--- config.mk ---
export PLATFORM = sky130hd
export DESIGN_NAME = wd_ocl_csr
export DESIGN_NICKNAME = d
export VERILOG_FILES = /design/src/rtl/wd_ocl_csr.sv
export SDC_FILE = /design/constraint.sdc
export NUM_CORES = 1
export LEC_CHECK = 0
export BUFFER_PORTS_ARGS = -buffer_cell sky130_fd_sc_hd__buf_4
export CORE_MARGIN = 2
export CORE_UTILIZATION = 45
export DETAILED_ROUTE_END_ITERATION = 8
export GPL_ROUTABILITY_DRIVEN = 1
export GPL_TIMING_DRIVEN = 0
export PLACE_DENSITY = 0.68
export SYNTH_ARGS = -nofsm -noshare
export SYNTH_HDL_FRONTEND = slang
export SYNTH_SLANG_ARGS = --single-unit
--- constraint.sdc ---
create_clock -name clk_main_a0 -period 6.2 [get_ports clk_main_a0]
set_input_delay 0.31 -clock clk_main_a0 [delete_from_list [all_inputs] [get_ports clk_main_a0]]
set_output_delay 0.31 -clock clk_main_a0 [all_outputs]
set_load 0.02 [all_outputs]
--- src/rtl/wd_ocl_csr.sv ---
// ============================================================================
//  Module   : wd_ocl_csr
//  Brief    : AXI4-Lite CSR bank on the shell OCL port for the wiredancer CL.
//             Provides ID, scratch, control, status, a 64-bit cycle counter
//             with high-word snapshot, and a completed-write counter.
//  Options  : WD_OCL_SLVERR_EN - unmapped accesses answer SLVERR with rdata 0
//             (otherwise OKAY with rdata 32'hDEAD_BEEF).
//  Revision : 1.0 - initial release
// ============================================================================
`default_nettype none
`timescale 1ns/1ps

module wd_ocl_csr #(
   parameter int unsigned ADDR_W   = 8,
   parameter logic [31:0] ID_VALUE = 32'hF00D_0001,
   parameter int unsigned NUM_CTRL = 8
) (
   input  logic                clk_main_a0,
   input  logic                rst_main_n,
   input  logic [31:0]         sh_ocl_awaddr,
   input  logic                sh_ocl_awvalid,
   output logic                cl_ocl_awready,
   input  logic [31:0]         sh_ocl_wdata,
   input  logic [3:0]          sh_ocl_wstrb,
   input  logic                sh_ocl_wvalid,
   output logic                cl_ocl_wready,
   output logic [1:0]          cl_ocl_bresp,
   output logic                cl_ocl_bvalid,
   input  logic                sh_ocl_bready,
   input  logic [31:0]         sh_ocl_araddr,
   input  logic                sh_ocl_arvalid,
   output logic                cl_ocl_arready,
   output logic [31:0]         cl_ocl_rdata,
   output logic [1:0]          cl_ocl_rresp,
   output logic                cl_ocl_rvalid,
   input  logic                sh_ocl_rready,
   output logic [NUM_CTRL-1:0] ctrl_o,
   input  logic [31:0]         status_i
);

   localparam logic [1:0] RESP_OKAY = 2'b00;

`ifdef WD_OCL_SLVERR_EN
   localparam logic [1:0]  UNMAP_RESP = 2'b10;
   localparam logic [31:0] UNMAP_DATA = 32'h0000_0000;
`else
   localparam logic [1:0]  UNMAP_RESP = RESP_OKAY;
   localparam logic [31:0] UNMAP_DATA = 32'hDEAD_BEEF;
`endif

   // Word indices (byte offset / 4)
   localparam logic [2:0] REG_ID      = 3'd0;
   localparam logic [2:0] REG_SCRATCH = 3'd1;
   localparam logic [2:0] REG_CTRL    = 3'd2;
   localparam logic [2:0] REG_STATUS  = 3'd3;
   localparam logic [2:0] REG_CYC_LO  = 3'd4;
   localparam logic [2:0] REG_CYC_HI  = 3'd5;
   localparam logic [2:0] REG_WR_CNT  = 3'd6;

   localparam logic [0:0] RD_IDLE = 1'b0;
   localparam logic [0:0] RD_RESP = 1'b1;

   // Word address is mapped only when all bits above ADDR_W are zero and
   // it selects one of the seven implemented registers.
   function automatic logic is_mapped(input logic [29:0] wa);
      return ((wa >> (ADDR_W - 2)) == 30'd0) &&
             (wa[29:3] == 27'd0) && (wa[2:0] != 3'd7);
   endfunction

   logic                alive_q,    alive_d;
   logic                aw_held_q,  aw_held_d;
   logic [29:0]         awaddr_q,   awaddr_d;
   logic                w_held_q,   w_held_d;
   logic [31:0]         wdata_q,    wdata_d;
   logic [3:0]          wstrb_q,    wstrb_d;
   logic                bvalid_q,   bvalid_d;
   logic [1:0]          bresp_q,    bresp_d;
   logic [0:0]          rd_state_q, rd_state_d;
   logic [31:0]         rdata_q,    rdata_d;
   logic [1:0]          rresp_q,    rresp_d;
   logic [31:0]         scratch_q,  scratch_d;
   logic [NUM_CTRL-1:0] ctrl_q,     ctrl_d;
   logic [63:0]         cyc_q,      cyc_d;
   logic [31:0]         cyc_hi_q,   cyc_hi_d;
   logic [31:0]         wr_cnt_q,   wr_cnt_d;

   logic [31:0] ctrl_ext;
   logic [31:0] wmask;
   logic [31:0] scratch_merged;
   logic [31:0] ctrl_merged;
   logic [31:0] rd_word;
   logic [29:0] ar_wa;

   // Address bits [1:0] are intentionally ignored by the decoder.
   logic unused_addr_lsbs;
   assign unused_addr_lsbs = ^{sh_ocl_awaddr[1:0], sh_ocl_araddr[1:0]};

   assign ar_wa = sh_ocl_araddr[31:2];

   // Byte-lane merge of the held write data and the read mux of current values
   always_comb begin
      ctrl_ext = 32'd0;
      ctrl_ext[NUM_CTRL-1:0] = ctrl_q;
      for (int b = 0; b < 4; b++) begin
         wmask[b*8 +: 8] = {8{wstrb_q[b]}};
      end
      scratch_merged = (scratch_q & ~wmask) | (wdata_q & wmask);
      ctrl_merged    = (ctrl_ext  & ~wmask) | (wdata_q & wmask);
      case (ar_wa[2:0])
         REG_ID:      rd_word = ID_VALUE;
         REG_SCRATCH: rd_word = scratch_q;
         REG_CTRL:    rd_word = ctrl_ext;
         REG_STATUS:  rd_word = status_i;
         REG_CYC_LO:  rd_word = cyc_q[31:0];
         REG_CYC_HI:  rd_word = cyc_hi_q;
         REG_WR_CNT:  rd_word = wr_cnt_q;
         default:     rd_word = UNMAP_DATA;
      endcase
   end

   // Next-state logic for the write channels, read FSM and counters
   always_comb begin
      alive_d    = 1'b1;
      aw_held_d  = aw_held_q;
      awaddr_d   = awaddr_q;
      w_held_d   = w_held_q;
      wdata_d    = wdata_q;
      wstrb_d    = wstrb_q;
      bvalid_d   = bvalid_q;
      bresp_d    = bresp_q;
      rd_state_d = rd_state_q;
      rdata_d    = rdata_q;
      rresp_d    = rresp_q;
      scratch_d  = scratch_q;
      ctrl_d     = ctrl_q;
      cyc_d      = cyc_q + 64'd1;
      cyc_hi_d   = cyc_hi_q;
      wr_cnt_d   = wr_cnt_q;

      // Capture AW and W independently; each stays held until the B handshake.
      if (cl_ocl_awready && sh_ocl_awvalid) begin
         aw_held_d = 1'b1;
         awaddr_d  = sh_ocl_awaddr[31:2];
      end
      if (cl_ocl_wready && sh_ocl_wvalid) begin
         w_held_d = 1'b1;
         wdata_d  = sh_ocl_wdata;
         wstrb_d  = sh_ocl_wstrb;
      end

      // Commit one cycle after both halves are held, then raise B.
      if (aw_held_q && w_held_q && !bvalid_q) begin
         bvalid_d = 1'b1;
         if (is_mapped(awaddr_q)) begin
            bresp_d = RESP_OKAY;
            case (awaddr_q[2:0])
               REG_SCRATCH: scratch_d = scratch_merged;
               REG_CTRL:    ctrl_d    = ctrl_merged[NUM_CTRL-1:0];
               default:     ;
            endcase
         end else begin
            bresp_d = UNMAP_RESP;
         end
      end

      // B handshake releases both channels and counts the write.
      if (bvalid_q && sh_ocl_bready) begin
         bvalid_d  = 1'b0;
         bresp_d   = RESP_OKAY;
         aw_held_d = 1'b0;
         w_held_d  = 1'b0;
         wr_cnt_d  = wr_cnt_q + 32'd1;
      end

      // Read FSM: the mux samples pre-write register values at the AR handshake.
      case (rd_state_q)
         RD_IDLE: begin
            if (alive_q && sh_ocl_arvalid) begin
               rd_state_d = RD_RESP;
               if (is_mapped(ar_wa)) begin
                  rresp_d = RESP_OKAY;
                  rdata_d = rd_word;
                  if (ar_wa[2:0] == REG_CYC_LO) begin
                     cyc_hi_d = cyc_q[63:32];
                  end
               end else begin
                  rresp_d = UNMAP_RESP;
                  rdata_d = UNMAP_DATA;
               end
            end
         end
         RD_RESP: begin
            if (sh_ocl_rready) begin
               rd_state_d = RD_IDLE;
            end
         end
         default: rd_state_d = RD_IDLE;
      endcase
   end

   // State registers; asynchronous reset discards any pending transaction
   always_ff @(posedge clk_main_a0 or negedge rst_main_n) begin
      if (!rst_main_n) begin
         alive_q    <= 1'b0;
         aw_held_q  <= 1'b0;
         awaddr_q   <= '0;
         w_held_q   <= 1'b0;
         wdata_q    <= '0;
         wstrb_q    <= '0;
         bvalid_q   <= 1'b0;
         bresp_q    <= RESP_OKAY;
         rd_state_q <= RD_IDLE;
         rdata_q    <= '0;
         rresp_q    <= RESP_OKAY;
         scratch_q  <= '0;
         ctrl_q     <= '0;
         cyc_q      <= '0;
         cyc_hi_q   <= '0;
         wr_cnt_q   <= '0;
      end else begin
         alive_q    <= alive_d;
         aw_held_q  <= aw_held_d;
         awaddr_q   <= awaddr_d;
         w_held_q   <= w_held_d;
         wdata_q    <= wdata_d;
         wstrb_q    <= wstrb_d;
         bvalid_q   <= bvalid_d;
         bresp_q    <= bresp_d;
         rd_state_q <= rd_state_d;
         rdata_q    <= rdata_d;
         rresp_q    <= rresp_d;
         scratch_q  <= scratch_d;
         ctrl_q     <= ctrl_d;
         cyc_q      <= cyc_d;
         cyc_hi_q   <= cyc_hi_d;
         wr_cnt_q   <= wr_cnt_d;
      end
   end

   // alive_q keeps every ready low until the first clock after reset release.
   assign cl_ocl_awready = alive_q & ~aw_held_q & ~bvalid_q;
   assign cl_ocl_wready  = alive_q & ~w_held_q  & ~bvalid_q;
   assign cl_ocl_bvalid  = bvalid_q;
   assign cl_ocl_bresp   = bresp_q;
   assign cl_ocl_arready = alive_q & (rd_state_q == RD_IDLE);
   assign cl_ocl_rvalid  = (rd_state_q == RD_RESP);
   assign cl_ocl_rdata   = rdata_q;
   assign cl_ocl_rresp   = rresp_q;
   assign ctrl_o         = ctrl_q;

endmodule

`default_nettype wire
==> run metrics, run 1 <==
slowest stage delay, CP between 0.7 and 0.8 ns; Slew HR 0.296; GRT Total Usage 0.238; CTS max path bufs 3; share of cells above drive strength 1 0.295; FF+latch count, synth about 270; Die ar. between 20000 and 30000 um2; Congestion Overflow GR 0; vias in the first global route about 9.4k; Root Buffer clkbuf_16; layout net count 1425; total power between 4 and 5 mW; Post-synth EDFFs 0; met2 usage 0.369; Avg Cell Area, Syn 12.2 um2; cts hold-fix bufs between 60 and 70; fmax between 300 and 400 MHz; crit path cell chain nor4_1, nand4_1, nor4_1, and4_1, buf_2, mux2_2; Clock Latency Late Sink 0.56 ns; first-pass GRT wire length ~53000 um; GPL Wtd Cong 0.870; WL/cell slightly above 20 um; TNS Setup 0 ns; Hold WS ~0.014 ns; Starting Density 0.458; iteration-0 DRC count of the detailed router 632; post-synthesis instance total 1010; top_reg_cell synth dfrtp_1; I/O Buffers roughly 180; Clk pin slew, worst setup/hold paths approximately 0.060 ns; Worst Hold Class in -> reg; die height roughly 170 um; Largest delay share family, worst path simple AND/OR/NAND/NOR gates; worst path bufs/invs 1; Sink Count between 200 and 300; distinct cell type count after synthesis 47; WL final approximately 34000 um; highest-delay cell along the critical path nor4_1; grt peak-use layer met2; met1 Usage GRT 0.335; via/cell ratio approximately 5.7; Post-synth ARST share 1.00; status complete, no violations; num rows 60; Max VDD drop 0.000252 V; Layout area overhead 27.2%; Post-Route Utilization 0.583; post-CTS setup buffers 0; yosys warns 0; die width ~170 um; Critical Path End Type flop; Max Slew Vio Count 0; top cell type by total area after synthesis dfrtp_1; DR vias between 9k and 10k; DP Worst Slack 3.34 ns; CTS tree done; post-cts resize count 0; Fin. Hold Viols 0; Req. time, crit path between 6 and 7 ns; H-tree levels 1; max cap viols 0; WS Path Type reg -> reg; largest net degree at the start of global routing 120; Core Area between 20000 and 30000 um2; leak pwr about 7.2 nW; CTS Buf Count 29; # setup viols final 0; GRT met3 Usage 0.0499; period utilisation layout 0.454; Startpoint Class flop; DRT Pass-1 Iters 5; clk_skew ~0.02 ns; Ant. Diodes 0; Synth top area share 0.551; crit path max fanout 8; Seq/Total Area, Yosys 0.551; Crit path top cell by count nor4_1; netlist area before placement 12300 um2; antenna viol nets, final 0; # IOs roughly 190; DR DRC count 0; initial antenna violation count 0; Tmin final 2.81 ns; Worst Tran Pin Value 1.05 ns; top post-synthesis cells by area dfrtp_1, mux2_2, xor2_1; CP arrival 3.24 ns; post-DP HPWL 24600 um; Final WS setup ~3.4 ns; RSZ-0062 raised after global routing no; pwr/cell area 286 nW/um2
==> worst paths after layout <==
| kind | depth (start not counted) | to | startpoint | slack [ns] |
|---|---|---|---|---|
| worst min register to register | 1 | cyc_hi_q[13] | cyc_hi_q[13] | 0.48 |
| worst max register to register | 6 | flop | cl_ocl_bvalid | 3.39 |
| worst max-delay path | 6 | flop | cl_ocl_bvalid | 3.39 |
| min in group asynchronous | 2 | cyc_hi_q[25] | rst_main_n | 0.35 |
| max in group asynchronous | 4 | wr_cnt_q[21] | rst_main_n | 4.57 |
| worst min-delay path | 2 | wdata_q[17] | sh_ocl_wdata[17] | 0.01 |
==> cells by family (layout without fill, tap and decap cells) <==
| logic type | after synthesis | in the layout | share of synthesized area |
|---|---|---|---|
| buf+inv | 68 | 358 | 0.0247 |
| compound gates | 129 | 129 | 0.0783 |
| simple gates | 268 | 268 | 0.116 |
| fa+ha+maj | 2 | 2 | 0.00203 |
| flops | 271 | 271 | 0.551 |
| xor+xnor | 93 | 93 | 0.0662 |
| other cells | 2 | 5 | 0.000610 |
| mux | 177 | 177 | 0.161 |
==> through the flow <==
stage / std cells / area [um2]
global route: 1644 / 15700
CTS: 1644 / 15700
detailed placement: 1532 / 14100
global placement: 1530 / 14100
finish: 1644 / 15700
floorplan: 1013 / 12300
==> layout make-up <==
cell class / instances / area (um2)
clock inverter: 9 / 77.6
fill: 2282 / 11200
sequential: 271 / 6780
clock buffer: 41 / 831
buffer: 57 / 263
timing repair buffer: 240 / 2000
tap: 341 / 427
multi-input combinational: 674 / 5240
inverter: 11 / 41.3
==> cells in the final DEF (no fill, tap or decap), types with 9 or more instances in the layout <==
cell,synthesis,layout
a21oi_1,32,32
a221oi_1,28,28
a22oi_1,25,25
and2_1,9,9
and3_1,18,18
and4_1,13,13
buf_2,9,9
buf_4,4,179
clkbuf_1,33,39
clkbuf_16,0,29
dfrtp_1,271,271
dlygate4sd3_1,0,62
inv_1,11,11
mux2_1,30,30
mux2_2,139,139
nand2_1,53,53
nand3_1,41,41
nand4_1,23,23
nor2_1,48,48
nor3_1,21,21
nor4_1,21,21
o22a_1,12,12
xnor2_1,44,44
xor2_1,49,49
==> routing by layer <==
layer / up-vias / routed length [um]
met4: 0 / 1070
li1: 4230 / -
met2: 320 / 15500
met5: - / 0
met1: 4706 / 14700
met3: 61 / 2350
==> cell usage after synthesis, types with 2 or more instances <==
| master | n |
|---|---|
| or4_1 | 3 |
| dfrtp_1 | 271 |
| o211ai_1 | 3 |
| mux2_2 | 139 |
| buf_2 | 9 |
| ha_1 | 2 |
| o21ai_0 | 6 |
| nand4_1 | 23 |
| a21oi_1 | 32 |
| or3_1 | 2 |
| mux2_1 | 30 |
| o22a_1 | 12 |
| a22o_1 | 7 |
| nor2_1 | 48 |
| nand2_1 | 53 |
| and4_1 | 13 |
| buf_1 | 8 |
| and3_1 | 18 |
| and2_1 | 9 |
| a22oi_1 | 25 |
| xnor2_1 | 44 |
| nor2b_1 | 7 |
| inv_1 | 11 |
| buf_6 | 3 |
| nand3_1 | 41 |
| xor2_1 | 49 |
| nor4_1 | 21 |
| nor3_1 | 21 |
| conb_1 | 2 |
| a221oi_1 | 28 |
| o32a_1 | 8 |
| a221o_1 | 3 |
| mux2i_1 | 8 |
| nand4_2 | 2 |
| a21o_1 | 2 |
| buf_4 | 4 |
| clkbuf_1 | 33 |
==> report_power, final <==
group / internal, mW / switching (mW) / total (mW) / leakage (nW)
clock network: 0.968 / 0.707 / 1.67 / 0.454
logic: 0.354 / 0.259 / 0.613 / 3.30
registers: 2.02 / 0.166 / 2.18 / 3.50
Power figures use the tool's default switching activity.
==> run 2: changes to the inputs <==
--- a/config.mk
+++ b/config.mk
@@ -5,13 +5,14 @@
 export SDC_FILE = /design/constraint.sdc
 export NUM_CORES = 1
 export LEC_CHECK = 0
+export ABC_AREA = 1
 export BUFFER_PORTS_ARGS = -buffer_cell sky130_fd_sc_hd__buf_4
 export CORE_MARGIN = 2
 export CORE_UTILIZATION = 45
 export DETAILED_ROUTE_END_ITERATION = 8
 export GPL_ROUTABILITY_DRIVEN = 1
 export GPL_TIMING_DRIVEN = 0
-export PLACE_DENSITY = 0.68
+export PLACE_DENSITY = 0.67
 export SYNTH_ARGS = -nofsm -noshare
 export SYNTH_HDL_FRONTEND = slang
 export SYNTH_SLANG_ARGS = --single-unit
==> constraint.sdc (replaced) <==
create_clock -name clk_main_a0 -period 2.79 [get_ports clk_main_a0]
set_input_delay 0.1395 -clock clk_main_a0 [delete_from_list [all_inputs] [get_ports clk_main_a0]]
set_output_delay 0.1395 -clock clk_main_a0 [all_outputs]
set_load 0.02 [all_outputs]
==> run 2 against run 1 <==
  * Via count rose by 38%
  * Synthesized cell count increased by 69%
  * Flip-flop and latch count is the same
  * First-iteration DRC count grew 76%
  * Wire length rose by 36%
  * Cell area grew 14%
  * Final cell count is 49% higher
  * Fmax is 15% higher
==> run metrics, run 2 <==
xor/xnor cell area share of the yosys netlist 0.0362 (-0.0300); Critical Path End Type flop; Synth Area in Compound Gates 0.0379 (-0.0404); Synth Area in Adders 0.00182 (-0.000217); # IOs 188 (unchanged); CTS tree done; Synth top cells by count nand2_1, dfrtp_1, nor2_1, inv_1, nand3_1; post-CTS setup buffers 0 (unchanged); largest family of logic cells by synthesized area simple AND/OR/NAND/NOR gates; Hold WS 0.0152 ns (+0.00148 ns); first-pass GRT wire length 70300 um (+32%); num rows 64 (+6.7%); Post-Route Utilization 0.586 (+0.00303); r2r startpoint cl_ocl_rvalid; vias in the first global route 12.6k (+34%); commonest cells after routing, fill and taps aside nand2_1, dfrtp_1, nor2_1, buf_4, inv_1; Post-synth ARST share 1.00 (unchanged); reg2reg end cl_ocl_rdata[29]; crit path max fanout 10 (+2); fillers 2722 (+19%); Tmin final 2.44 ns (-0.376 ns); WL final 45600 um (+36%); Clock Latency Late Sink 0.58 ns (+0.02 ns); max cap viols 0 (unchanged); part of the power in registers 0.448 (-0.041); die width 179 um (+5.7%); hold_sp status_i[25]; Root Buffer clkbuf_16; DR DRC count 0 (unchanged); CTS max path bufs 3 (unchanged); Fin. Hold Viols 0 (unchanged); distinct cell type count after synthesis 33 (-30%); CP arrival 2.94 ns (-0.30 ns); post-synthesis simple-gate area fraction 0.325 (+0.209); share of cells above drive strength 1 0.177 (-0.118); Worst Hold Class in -> reg; Sink Count 271 (unchanged); Starting Density 0.454 (-0.00385); register-to-register setup slack 0.35 ns (-3.03 ns); post-synthesis instance total 1710 (+69%); antenna viol nets, final 0 (unchanged); die height 179 um (+5.7%); WS Path Type reg -> reg; leak pwr 8.47 nW (+17%); via/cell ratio 5.25 (-7.3%); internal cell power 7.91 mW (+140%); WL/cell 18.7 um (-8.7%); GPL Wtd Cong 0.966 (+11%); count leader, synth nand2_1; Core Area 30300 um2 (+13%); netlist area before placement 13800 um2 (+12%); Worst Hold Depth 5 (+3); top cell type by total area after synthesis dfrtp_1; sw frac 0.271 (+0.0182); DR vias 12.8k (+38%); Post-synth EDFFs 0 (unchanged); pwr/cell area 611 nW/um2 (+110%); top_reg_cell synth dfrtp_1; initial antenna violation count 1 (+1); CTS Buf Count 30 (+3.4%); Startpoint Class flop; Psw 2.95 mW (+160%); period utilisation layout 0.874 (+0.420); post-DP HPWL 34800 um (+42%); Clk pin slew, worst setup/hold paths 0.06 ns (about the same); R2R cell count 10 (+4); hold endpoint cl_ocl_rdata[25]; I/O Buffers 177 (+0.57%); GRT Total Usage 0.289 (+0.0515); Logic pwr share 0.158 (+0.021); mux share of post-synthesis cell area 0.0400 (-0.121); Seq/Total Area, Yosys 0.492 (-0.0589); fmax 410 MHz (+15%); FF+latch count, synth 271 (unchanged); RSZ-0062 raised after global routing no; most common cell after layout, fill and taps aside nand2_1; yosys warns 0 (unchanged); layout net count 2169 (+52%); Slew HR 0.547 (+0.250); Worst Tran Pin Value 0.675 ns (-0.372 ns); H-tree levels 1 (unchanged); Congestion Overflow GR 0 (unchanged); Layout area overhead 29.0%; clk_skew 0.00739 ns (-0.0125 ns); DRT Pass-1 Iters 5 (unchanged); largest net degree at the start of global routing 120 (unchanged); Req. time, crit path 3.29 ns (-3.34 ns); Max Slew Vio Count 0 (unchanged); # setup viols final 0 (unchanged); Die ar. 32000 um2 (+12%); Clk pwr share 0.394 (+0.019); status complete, no violations; Avg Cell Area, Syn 8.06 um2 (-34%); iteration-0 DRC count of the detailed router 1113 (+76%); top post-synthesis cells by area dfrtp_1, nand2_1, nor2_1; Synth top area share 0.492 (-0.0589); Max VDD drop 0.000558 V (+120%)
==> run 2: changes by cell type after synthesis, sizes merged, moves of 18 or more <==
cell / change
nand2: +494
nor2: +176
inv: +139
mux2: -120
nand4: +70
nand3: +57
o21ai: +43
xnor2: -36
nor3: +35
a221oi: -28
nor4: -22
a22oi: -20
and3: -18
==> run 2: stage by stage <==
step,total power [mW],cells,area [um2],worst slack [ns],setup TNS (ns)
final,10.9,2442,17800,0.352,0
after global routing,11.3,2442,17800,0.309,0
after CTS,10.9,2441,17800,0.399,0
after detailed placement,6.48,2288,15700,0.579,0
after global placement,6.40,2286,15600,-0.766,-199.33
after floorplan,5.86,1713,13800,1.02,0
==> run 2: critical path: stages, from the launching register on <==
cell and delay (ns):
dfrtp_1 0.43, nor2_4 0.15, nand2_4 0.13, inv_2 0.21
o211ai_1 0.17, nor2_2 0.18, buf_6 0.18, buf_4 0.20
nand2_1 0.07, nand2_1 0.05, dlygate4sd3_1 0.57
==> run 2: cells by family (layout without fill, tap and decap cells) <==
| group | count (synthesis) | count (layout) |
|---|---|---|
| xor+xnor | 57 | 57 |
| simple gates | 1023 | 1023 |
| flops | 271 | 271 |
| other cells | 2 | 6 |
| buf+inv | 206 | 538 |
| fa+ha+maj | 2 | 2 |
| compound gates | 100 | 100 |
| mux | 49 | 49 |
==> run 2: how the worst max path moves through the flow <==
stage | from | endpoint | slack (ns) | cells after the start
floorplan | cl_ocl_bvalid | wdata_q[10] | 1.02 | 4
global placement | rst_main_n | cyc_q[52] | -0.77 | 1
detailed placement | cyc_q[0] | cyc_q[54] | 0.58 | 10
CTS | cl_ocl_rvalid | cl_ocl_rdata[20] | 0.40 | 10
global route | cl_ocl_rvalid | cl_ocl_rdata[29] | 0.31 | 10
finish | cl_ocl_rvalid | cl_ocl_rdata[29] | 0.35 | 10
==> run 2: power groups by stage <==
| stage | registers [mW] | clock network [mW] | logic (mW) |
|---|---|---|---|
| 6_report | 4.86 | 4.28 | 1.72 |
| 5_1_grt | 4.93 | 4.50 | 1.90 |
| 4_1_cts | 4.85 | 4.32 | 1.69 |
| 3_5_place_dp | 4.92 | 0 | 1.56 |
| 3_3_place_gp | 4.89 | 0 | 1.50 |
| 2_1_floorplan | 4.81 | 0 | 1.05 |
==> run 2: final cells by class <==
| cell class | count | area, um2 | area share |
|---|---|---|---|
| inverter | 150 | 563 | 0.0317 |
| tap | 396 | 495 | 0.0279 |
| clock inverter | 11 | 230 | 0.0130 |
| antenna | 1 | 2.50 | 0.000141 |
| clock buffer | 38 | 821 | 0.0462 |
| sequential | 271 | 6780 | 0.382 |
| buffer | 56 | 349 | 0.0196 |
| multi-input combinational | 1236 | 6100 | 0.343 |
| timing repair buffer | 283 | 2430 | 0.137 |
==> run 2: per-layer routing <==
metal / part of all wire / routed length (um) / track usage
met1: 0.44 / 20000 / 0.396
met2: 0.46 / 20900 / 0.473
met3: 0.066 / 2990 / 0.0397
met4: 0.037 / 1710 / 0.100
met5: 0 / 0 / 0
==> run 2: timing repair <==
item / CTS / global route
hold buffers: 104 / 0
gates resized for setup: 0 / 0
hold endpoints to repair: 165 / 0
==> run 3: changes to the inputs <==
--- a/config.mk
+++ b/config.mk
@@ -12,7 +12,7 @@
 export DETAILED_ROUTE_END_ITERATION = 8
 export GPL_ROUTABILITY_DRIVEN = 1
 export GPL_TIMING_DRIVEN = 0
-export PLACE_DENSITY = 0.67
+export PLACE_DENSITY = 0.62
 export SYNTH_ARGS = -nofsm -noshare
 export SYNTH_HDL_FRONTEND = slang
 export SYNTH_SLANG_ARGS = --single-unit
==> run 3 against run 2 <==
  * Combinational power hardly changed
  * Clock skew is 0.020 ns higher
  * Fmax is 1.9% higher
  * Largest cell class unchanged
  * Wire length is 1.7% lower
  * Clock power is 1% higher
  * Largest power group unchanged
  * First-iteration DRC count is 6.8% lower
  * Worst setup slack better by 0.045 ns
  * Utilization hardly changed
  * Via count is 1.6% lower
  * Total power is 0.40% higher
==> run metrics, run 3 (synthesized netlist as in run 2, its figures left out) <==
RSZ-0062 raised after global routing no; Sink Count 271 (unchanged); CTS tree done; GRT Total Usage 0.285 (-0.00460); register-to-register setup slack 0.40 ns (+0.04 ns); WS Path Type reg -> reg; pwr/cell area 613 nW/um2 (+0.41%); r2r startpoint cl_ocl_rvalid; CP arrival 2.89 ns (-0.05 ns); num rows 64 (unchanged); via/cell ratio 5.16 (-1.7%); Clk pwr share 0.397 (+0.003); DRT Pass-1 Iters 5 (unchanged); WL/cell 18.3 um (-1.8%); reg2reg end cl_ocl_rdata[29]; vias in the first global route 12.5k (-0.67%); Max Slew Vio Count 0 (unchanged); Fin. Hold Viols 0 (unchanged); period utilisation layout 0.858 (-0.0161); iteration-0 DRC count of the detailed router 1037 (-6.8%); DR vias 12.6k (-1.6%); Hold WS 0.0120 ns (-0.00320 ns); Critical Path End Type flop; initial antenna violation count 0 (-1); WL final 44800 um (-1.7%); leak pwr 8.46 nW (about the same); Worst Hold Class in -> reg; Clk pin slew, worst setup/hold paths 0.06 ns (about the same); DR DRC count 0 (unchanged); Die ar. 32000 um2 (unchanged); layout net count 2166 (-0.14%); share of cells above drive strength 1 0.179 (+0.00218); H-tree levels 1 (unchanged); hold_sp status_i[15]; cts hold-fix bufs 101 (-2.9%); post-CTS setup buffers 0 (unchanged); R2R cell count 10 (unchanged); Congestion Overflow GR 0 (unchanged); most common cell after layout, fill and taps aside nand2_1; Worst Hold Depth 5 (unchanged); I/O Buffers 177 (unchanged); post-cts resize count 0 (unchanged); crit path max fanout 10 (unchanged); status complete, no violations; max cap viols 0 (unchanged); Ant. Diodes 0 (-1); clk_skew 0.0271 ns (+0.0197 ns); Tmin final 2.39 ns (-0.0449 ns); GPL Wtd Cong 1.01 (+5.0%); Startpoint Class flop; post-route cell area 17800 um2 (about the same); fmax 418 MHz (+1.9%); Req. time, crit path 3.28 ns (about the same); # setup viols final 0 (unchanged); die width 179 um (unchanged); Clock Latency Late Sink 0.58 ns (about the same); CTS max path bufs 3 (unchanged); Core Area 30300 um2 (unchanged); # IOs 188 (unchanged); part of the power in registers 0.446 (-0.002); Slew HR 0.553 (+0.00690); antenna viol nets, final 0 (unchanged); first-pass GRT wire length 69200 um (-1.7%); dpl cell area 15700 um2 (unchanged); commonest cells after routing, fill and taps aside nand2_1, dfrtp_1, nor2_1, buf_4, inv_1; Psw 2.96 mW (+0.53%); CTS Buf Count 30 (unchanged); Starting Density 0.454 (unchanged); Logic pwr share 0.157 (about the same); internal cell power 7.94 mW (+0.35%); largest net degree at the start of global routing 113 (-5.8%); Worst Tran Pin Value 0.667 ns (-0.00763 ns); die height 179 um (unchanged); Root Buffer clkbuf_16; Max VDD drop 0.000504 V (-9.7%); hold endpoint cl_ocl_rdata[15]; post-DP HPWL 34500 um (-0.77%); Layout area overhead 29.0% (about the same); sw frac 0.272 (+0.000349)
## run 3: how the worst max path moves through the flow
stage	start	to	slack (ns)	cells past startpoint
floorplan	cl_ocl_bvalid	wdata_q[10]	1.02	4
global placement	rst_main_n	wdata_q[11]	-0.77	1
detailed placement	cyc_q[0]	cyc_q[54]	0.63	10
CTS	cl_ocl_rvalid	cl_ocl_rdata[29]	0.41	10
global route	cl_ocl_rvalid	cl_ocl_rdata[29]	0.29	10
finish	cl_ocl_rvalid	cl_ocl_rdata[29]	0.40	10
## run 3: metal layers
metal,global-route usage,part of all wire,up-vias
met2,0.469,0.47,427
met5,0,0,-
met3,0.0439,0.073,54
li1,-,-,6152
met1,0.395,0.44,5988
met4,0.0678,0.023,0
## run 3: metrics by stage
| step | power, mW | utilization | TNS [ns] | cells | setup slack (ns) |
|---|---|---|---|---|---|
| 2_1_floorplan | 5.86 | - | 0 | 1713 | 1.02 |
| 3_3_place_gp | 6.42 | 0.515 | -201.53 | 2286 | -0.769 |
| 3_5_place_dp | 6.49 | 0.517 | 0 | 2288 | 0.626 |
| 4_1_cts | 10.9 | 0.586 | 0 | 2444 | 0.414 |
| 5_1_grt | 11.4 | 0.586 | 0 | 2444 | 0.288 |
| 6_report | 10.9 | 0.586 | 0 | 2444 | 0.397 |
## run 3: final cells by class
cell class                      instances  area [um2]
Inverter                              150         563
Tap cell                              396         495
Clock buffer                           43         880
Fill cell                            2803       12600
Sequential cell                       271        6780
Clock inverter                         12         203
Timing Repair Buffer                  280        2400
Buffer                                 56         349
Multi-Input combinational cell       1236        6100
## run 3: power by group through the flow
stage	Sequential (mW)	Clock, mW	Combinational (mW)
2_1_floorplan	4.81	0	1.05
3_5_place_dp	4.92	0	1.57
4_1_cts	4.86	4.39	1.70
3_3_place_gp	4.90	0	1.52
5_1_grt	4.93	4.53	1.90
6_report	4.87	4.33	1.71
## run 3: critical path: stages (launching register included)
cell	delay (ns)
dfrtp_1	0.42
nor2_4	0.15
nand2_4	0.13
inv_2	0.21
o211ai_1	0.14
nor2_2	0.19
buf_6	0.19
buf_4	0.21
nand2_1	0.07
nand2_1	0.05
dlygate4sd3_1	0.54
